[config.mk]
export PLATFORM = sky130hd
export DESIGN_NAME = readout_sequencer_flat
export DESIGN_NICKNAME = d
export VERILOG_FILES = /design/src/rtl/readout_sequencer_if.sv /design/src/rtl/readout_sequencer.sv /design/src/flat_wrapper.sv
export SDC_FILE = /design/constraint.sdc
export NUM_CORES = 1
export LEC_CHECK = 0
export BUFFER_PORTS_ARGS = -buffer_cell sky130_fd_sc_hd__clkbuf_2
export CORE_ASPECT_RATIO = 0.9
export CORE_MARGIN = 4
export CORE_UTILIZATION = 50
export DETAILED_ROUTE_END_ITERATION = 7
export PLACE_DENSITY = 0.75
export SYNTH_ARGS = -nofsm -noshare
export SYNTH_HDL_FRONTEND = slang
export SYNTH_SLANG_ARGS = --single-unit
[constraint.sdc]
create_clock -name CLK -period 3.3 [get_ports CLK]
set_input_delay 0.66 -clock CLK [delete_from_list [all_inputs] [get_ports CLK]]
set_output_delay 0.66 -clock CLK [all_outputs]
set_load 0.05 [all_outputs]
[src/rtl/readout_sequencer_if.sv]
// readout_sequencer_if: sensor/pixel-array/buffer signals of the readout sequencer
interface readout_sequencer_if #(parameter int ROWS = 2);
  logic START, BUFFER_BUSY;
  logic [ROWS-1:0] ROW_SELECT;
  logic ROW_READ, SET_BUFFER, BUSY, FRAME_DONE, ERROR;
  modport master(input START, BUFFER_BUSY, output ROW_SELECT, ROW_READ, SET_BUFFER, BUSY, FRAME_DONE, ERROR);
  modport slave(output START, BUFFER_BUSY, input ROW_SELECT, ROW_READ, SET_BUFFER, BUSY, FRAME_DONE, ERROR);
endinterface

[src/rtl/readout_sequencer.sv]
// readout_sequencer: row-by-row frame readout (select, settle, load buffer, drain).
// Define SYNC_START_EN to pass START through a two-flop synchronizer.
module readout_sequencer #(
  parameter int ROWS = 2,
  parameter int SETTLE_CYCLES = 2,
  parameter int ACK_TIMEOUT = 4
) (
  input logic CLK,
  input logic RESET,
  readout_sequencer_if.master bus
);
  localparam int RW = ROWS > 1 ? $clog2(ROWS) : 1;
  localparam int SW = $clog2(SETTLE_CYCLES + 1);
  localparam int TW = $clog2(ACK_TIMEOUT + 1);
  typedef enum logic [2:0] {IDLE, SELECT, LOAD, WAIT_ACK, DRAIN, DONE} state_t;
  state_t state_q, state_d;
  logic [RW-1:0] row_q, row_d;
  logic [SW-1:0] settle_q, settle_d;
  logic [TW-1:0] tmo_q, tmo_d;
  logic [ROWS-1:0] row_select_q, row_select_d;
  logic error_q, error_d, row_read_q, row_read_d, set_buffer_q, set_buffer_d;
  logic busy_q, busy_d, frame_done_q, frame_done_d;
  logic start;
`ifdef SYNC_START_EN
  logic [1:0] sync_q, sync_d;
  assign sync_d = {sync_q[0], bus.START};
  assign start = sync_q[1];
  always_ff @(posedge CLK or negedge RESET)
    if (!RESET) sync_q <= '0;
    else sync_q <= sync_d;
`else
  assign start = bus.START;
`endif
  always_comb begin
    state_d = state_q;
    row_d = row_q;
    settle_d = settle_q;
    tmo_d = tmo_q;
    error_d = error_q;
    case (state_q)
      IDLE: begin
        row_d = '0;
        if (start) begin
          state_d = SELECT;
          settle_d = '0;
          error_d = 1'b0;
        end
      end
      SELECT: begin
        settle_d = settle_q + SW'(1);
        if (settle_q == SW'(SETTLE_CYCLES - 1)) state_d = LOAD;
      end
      LOAD: begin
        state_d = WAIT_ACK;
        tmo_d = '0;
      end
      WAIT_ACK:
        if (bus.BUFFER_BUSY) state_d = DRAIN;
        else if (tmo_q == TW'(ACK_TIMEOUT - 1)) begin
          state_d = IDLE;
          error_d = 1'b1;
        end else tmo_d = tmo_q + TW'(1);
      DRAIN:
        if (!bus.BUFFER_BUSY) begin
          if (row_q == RW'(ROWS - 1)) state_d = DONE;
          else begin
            state_d = SELECT;
            row_d = row_q + RW'(1);
            settle_d = '0;
          end
        end
      DONE: state_d = IDLE;
      default: state_d = IDLE;
    endcase
    // outputs are decoded from the next state so they register alongside it
    row_read_d = state_d inside {SELECT, LOAD, WAIT_ACK};
    row_select_d = row_read_d ? ROWS'(1) << row_d : '0;
    set_buffer_d = state_d == LOAD;
    busy_d = state_d != IDLE;
    frame_done_d = state_d == DONE;
  end
  always_ff @(posedge CLK or negedge RESET)
    if (!RESET) begin
      state_q <= IDLE;
      row_q <= '0;
      settle_q <= '0;
      tmo_q <= '0;
      error_q <= 1'b0;
      row_select_q <= '0;
      row_read_q <= 1'b0;
      set_buffer_q <= 1'b0;
      busy_q <= 1'b0;
      frame_done_q <= 1'b0;
    end else begin
      state_q <= state_d;
      row_q <= row_d;
      settle_q <= settle_d;
      tmo_q <= tmo_d;
      error_q <= error_d;
      row_select_q <= row_select_d;
      row_read_q <= row_read_d;
      set_buffer_q <= set_buffer_d;
      busy_q <= busy_d;
      frame_done_q <= frame_done_d;
    end
  assign bus.ROW_SELECT = row_select_q;
  assign bus.ROW_READ = row_read_q;
  assign bus.SET_BUFFER = set_buffer_q;
  assign bus.BUSY = busy_q;
  assign bus.FRAME_DONE = frame_done_q;
  assign bus.ERROR = error_q;
endmodule

[src/flat_wrapper.sv]
// flat-port wrapper written by rule: the top's interface ports become plain ports
module readout_sequencer_flat 
#(
  parameter int ROWS = 2,
  parameter int SETTLE_CYCLES = 2,
  parameter int ACK_TIMEOUT = 4
)
  (CLK, RESET, bus_START, bus_BUFFER_BUSY, bus_ROW_SELECT, bus_ROW_READ, bus_SET_BUFFER, bus_BUSY, bus_FRAME_DONE, bus_ERROR);
  readout_sequencer_if #(.ROWS(ROWS)) bus_i ();
  input logic CLK;
  input logic RESET;
  input wire logic [$bits(bus_i.START)-1:0] bus_START;
  input wire logic [$bits(bus_i.BUFFER_BUSY)-1:0] bus_BUFFER_BUSY;
  output wire logic [$bits(bus_i.ROW_SELECT)-1:0] bus_ROW_SELECT;
  output wire logic [$bits(bus_i.ROW_READ)-1:0] bus_ROW_READ;
  output wire logic [$bits(bus_i.SET_BUFFER)-1:0] bus_SET_BUFFER;
  output wire logic [$bits(bus_i.BUSY)-1:0] bus_BUSY;
  output wire logic [$bits(bus_i.FRAME_DONE)-1:0] bus_FRAME_DONE;
  output wire logic [$bits(bus_i.ERROR)-1:0] bus_ERROR;
  assign bus_i.START = bus_START;
  assign bus_i.BUFFER_BUSY = bus_BUFFER_BUSY;
  assign bus_ROW_SELECT = bus_i.ROW_SELECT;
  assign bus_ROW_READ = bus_i.ROW_READ;
  assign bus_SET_BUFFER = bus_i.SET_BUFFER;
  assign bus_BUSY = bus_i.BUSY;
  assign bus_FRAME_DONE = bus_i.FRAME_DONE;
  assign bus_ERROR = bus_i.ERROR;
  readout_sequencer #(.ROWS(ROWS), .SETTLE_CYCLES(SETTLE_CYCLES), .ACK_TIMEOUT(ACK_TIMEOUT)) u_core (.CLK(CLK), .RESET(RESET), .bus(bus_i));
endmodule
==> metrics <==
Setup Buffers After CTS 0; P per Cell Area 1075 mW/mm²; drt wl/cell 14.82 µm; GRT overflow 0; Max-slew headroom 0.6037; clk_lat worst skew 0.29 ns; Vias/cell 5.661; RSZ-0062 raised after global routing false; post-place setup slack 1.536 ns; Max Cap Viol 0; H-Tree Depth 1; Period Utilization, post-route 0.5331; Ports 11; fin nets 96; Clock Pin Slew Worst Setup and Hold Paths 0.10 ns; total vias in the final route 634; ANT nets after route 0; critical path launch point type flip-flop; worst endpoint data arrival time 1.97 ns; Seq/Total Area, Yosys 0.4354; DR DRC count 0; Final Util 0.5781; CTS Buffer Depth 2; Post-Route WL 1.660 mm; register area 400.4 µm²; final hold viol count 0; Syn Inst Count 80; Main synth FF type dfrtp_1; setup TNS 0 ns; Hold Crit Class input port to asynchronous set/reset pin; syn avg cell area 11.50 µm²; Peak supply drop 0.6354 mV; TritonCTS Buffers 3; design area 982.2 µm²; ratio of cells with drive above 1 in the final layout 0.2727; multi-input logic area 442.9 µm²; Worst Path Max Fanout 6; CTS tree done; first-pass detailed-route iteration total 4; clock root buffer clkbuf_4; worst r2r dst u_core.tmo_q[0]$_DFFE_PN0P_; Non-Filler Instances 112; Mapped Nets 87; placed insts 108; async set or reset register ratio after synthesis 1.000; Worst Setup End Kind flip-flop; Yosys cell types 39; final setup violating endpoints 0; Area after DPL 945.9 µm²; FP Rows 14; Core ar. 0.001699 mm²; Die Ht 48.69 µm; Filler Cell Count 164; R2R Setup Slk 1.54 ns; hold_ws 0.2771 ns; die area 0.002590 mm²; Max Clk Rate 568.4 MHz; Setup CP Type flip-flop to flip-flop; GRT Total Usage 0.1548; Sink Count 16; final number of max-transition violations 0; R2R depth 5; fin crit period 1.759 ns; largest net degree at the start of global routing 21; DR iter-0 viols 11; initial antenna violation count 0; outcome complete, no violations; EDFF count, synth 0; Port-buffer cells 10; Initial Utilization 0.5412; first-pass GRT wire length 2.960 mm; Area Overhead vs Synth 6.803%; static leakage 0.4538 nW; Critical Path RT 3.51 ns; final setup skew 0.006176 ns; Design Power 1.056 mW; Die Wd 53.21 µm; worst-margin pin slew 0.5944 ns; launch point of the worst reg-to-reg path u_core.tmo_q[0]$_DFFE_PN0P_; diode count 0; synthesized area 919.6 µm²; number of synthesized register bits 16; GP Congestion 0.7124; vias in the first global route 590; post-CTS resize count 0; Setup WS post-layout 1.541 ns; CTS Hold Bufs 0; DP HPWL 1.134 mm; warnings from Yosys 0
==> report_power, final <==
group          total [mW]  switching, mW  leakage, nW  internal (mW)
registers           0.389          0.108        0.200          0.281
clock network       0.130         0.0630       0.0210         0.0672
logic               0.537          0.312        0.233          0.226
total                1.06          0.482        0.454          0.574
==> cell type report <==
class,instances,share of cell area
inverter,6,0.02293
sequential,16,0.4076
clock buffer,4,0.03694
multi-input combinational,52,0.4510
timing repair buffer,10,0.05096
tap,24,0.03057
==> per-layer routing <==
metal  routed length, µm  vias to the layer above  track usage
met5                   0                        -            0
met4                  11                        0      0.03830
met3                  70                        2      0.05828
met2                 800                       16       0.2184
met1                 778                      315       0.2209
li1                    -                      301            -
==> cell families after synthesis <==
| group | count (synthesis) | synth area share |
|---|---|---|
| AOI/OAI and AO/OA | 21 | 0.1755 |
| DFF | 16 | 0.4354 |
| buffers and inverters | 12 | 0.08298 |
| adders and majority gates | 3 | 0.04082 |
| and+or+nand+nor | 25 | 0.2340 |
| xor gates and xnor gates | 1 | 0.009526 |
| muxes | 2 | 0.02177 |
==> cells in the mapped netlist (2+ instances only) <==
master	n	area, µm²
nor2_1	2	7.510
nor3b_2	2	25.02
ha_1	3	37.54
buf_4	2	15.01
a21boi_0	2	15.01
dfrtp_1	16	400.4
inv_1	6	22.52
a21oi_1	4	20.02
buf_6	3	33.78
o22ai_1	2	12.51
mux2i_1	2	20.02
nand2_1	4	15.01
nand2b_1	2	12.51
nor4b_4	2	47.55
nor4bb_1	2	20.02
o21ai_0	3	15.01
==> sequential cells by signal, summed over array words and instances, names as in the netlist <==
| name | count |
|---|---|
| u_core.bus.ROW_SELECT | 2 |
| u_core.row_q | 1 |
| u_core.bus.ERROR | 1 |
| u_core.bus.FRAME_DONE | 1 |
| u_core.bus.BUSY | 1 |
| u_core.state_q | 3 |
| u_core.settle_q | 2 |
| u_core.bus.SET_BUFFER | 1 |
| u_core.bus.ROW_READ | 1 |
| u_core.tmo_q | 3 |
==> critical path: stages (launching register included) <==
cell and delay, ns:
dfrtp_1 0.40, ha_1 0.21, ha_1 0.26, nor4b_4 0.51, mux2i_1 0.15, o22ai_1 0.16
==> how the worst max path moves through the flow <==
stage                                     start                           to  cells past startpoint
CTS                 u_core.tmo_q[0]$_DFFE_PN0P_  u_core.tmo_q[1]$_DFFE_PN0P_                      5
finish              u_core.tmo_q[0]$_DFFE_PN0P_  u_core.tmo_q[0]$_DFFE_PN0P_                      5
global route        u_core.tmo_q[1]$_DFFE_PN0P_  u_core.tmo_q[0]$_DFFE_PN0P_                      5
global placement                bus_BUFFER_BUSY  u_core.tmo_q[1]$_DFFE_PN0P_                      4
detailed placement              bus_BUFFER_BUSY  u_core.tmo_q[0]$_DFFE_PN0P_                      4
floorplan                       bus_BUFFER_BUSY  u_core.tmo_q[1]$_DFFE_PN0P_                      4
==> layout by cell type (no fill, tap or decap), types with 2 or more instances in the layout <==
| cell | count |
|---|---|
| nor4b_4 | 2 |
| dfrtp_1 | 16 |
| a21oi_1 | 4 |
| clkbuf_2 | 10 |
| a21boi_0 | 2 |
| nand2b_1 | 2 |
| nor4bb_1 | 2 |
| nor3b_2 | 2 |
| clkbuf_4 | 3 |
| o22ai_1 | 2 |
| inv_1 | 6 |
| nor2_1 | 2 |
| ha_1 | 3 |
| nand2_1 | 4 |
| o21ai_0 | 3 |
| mux2i_1 | 2 |
No activity file was read; power rests on OpenSTA's default activity.
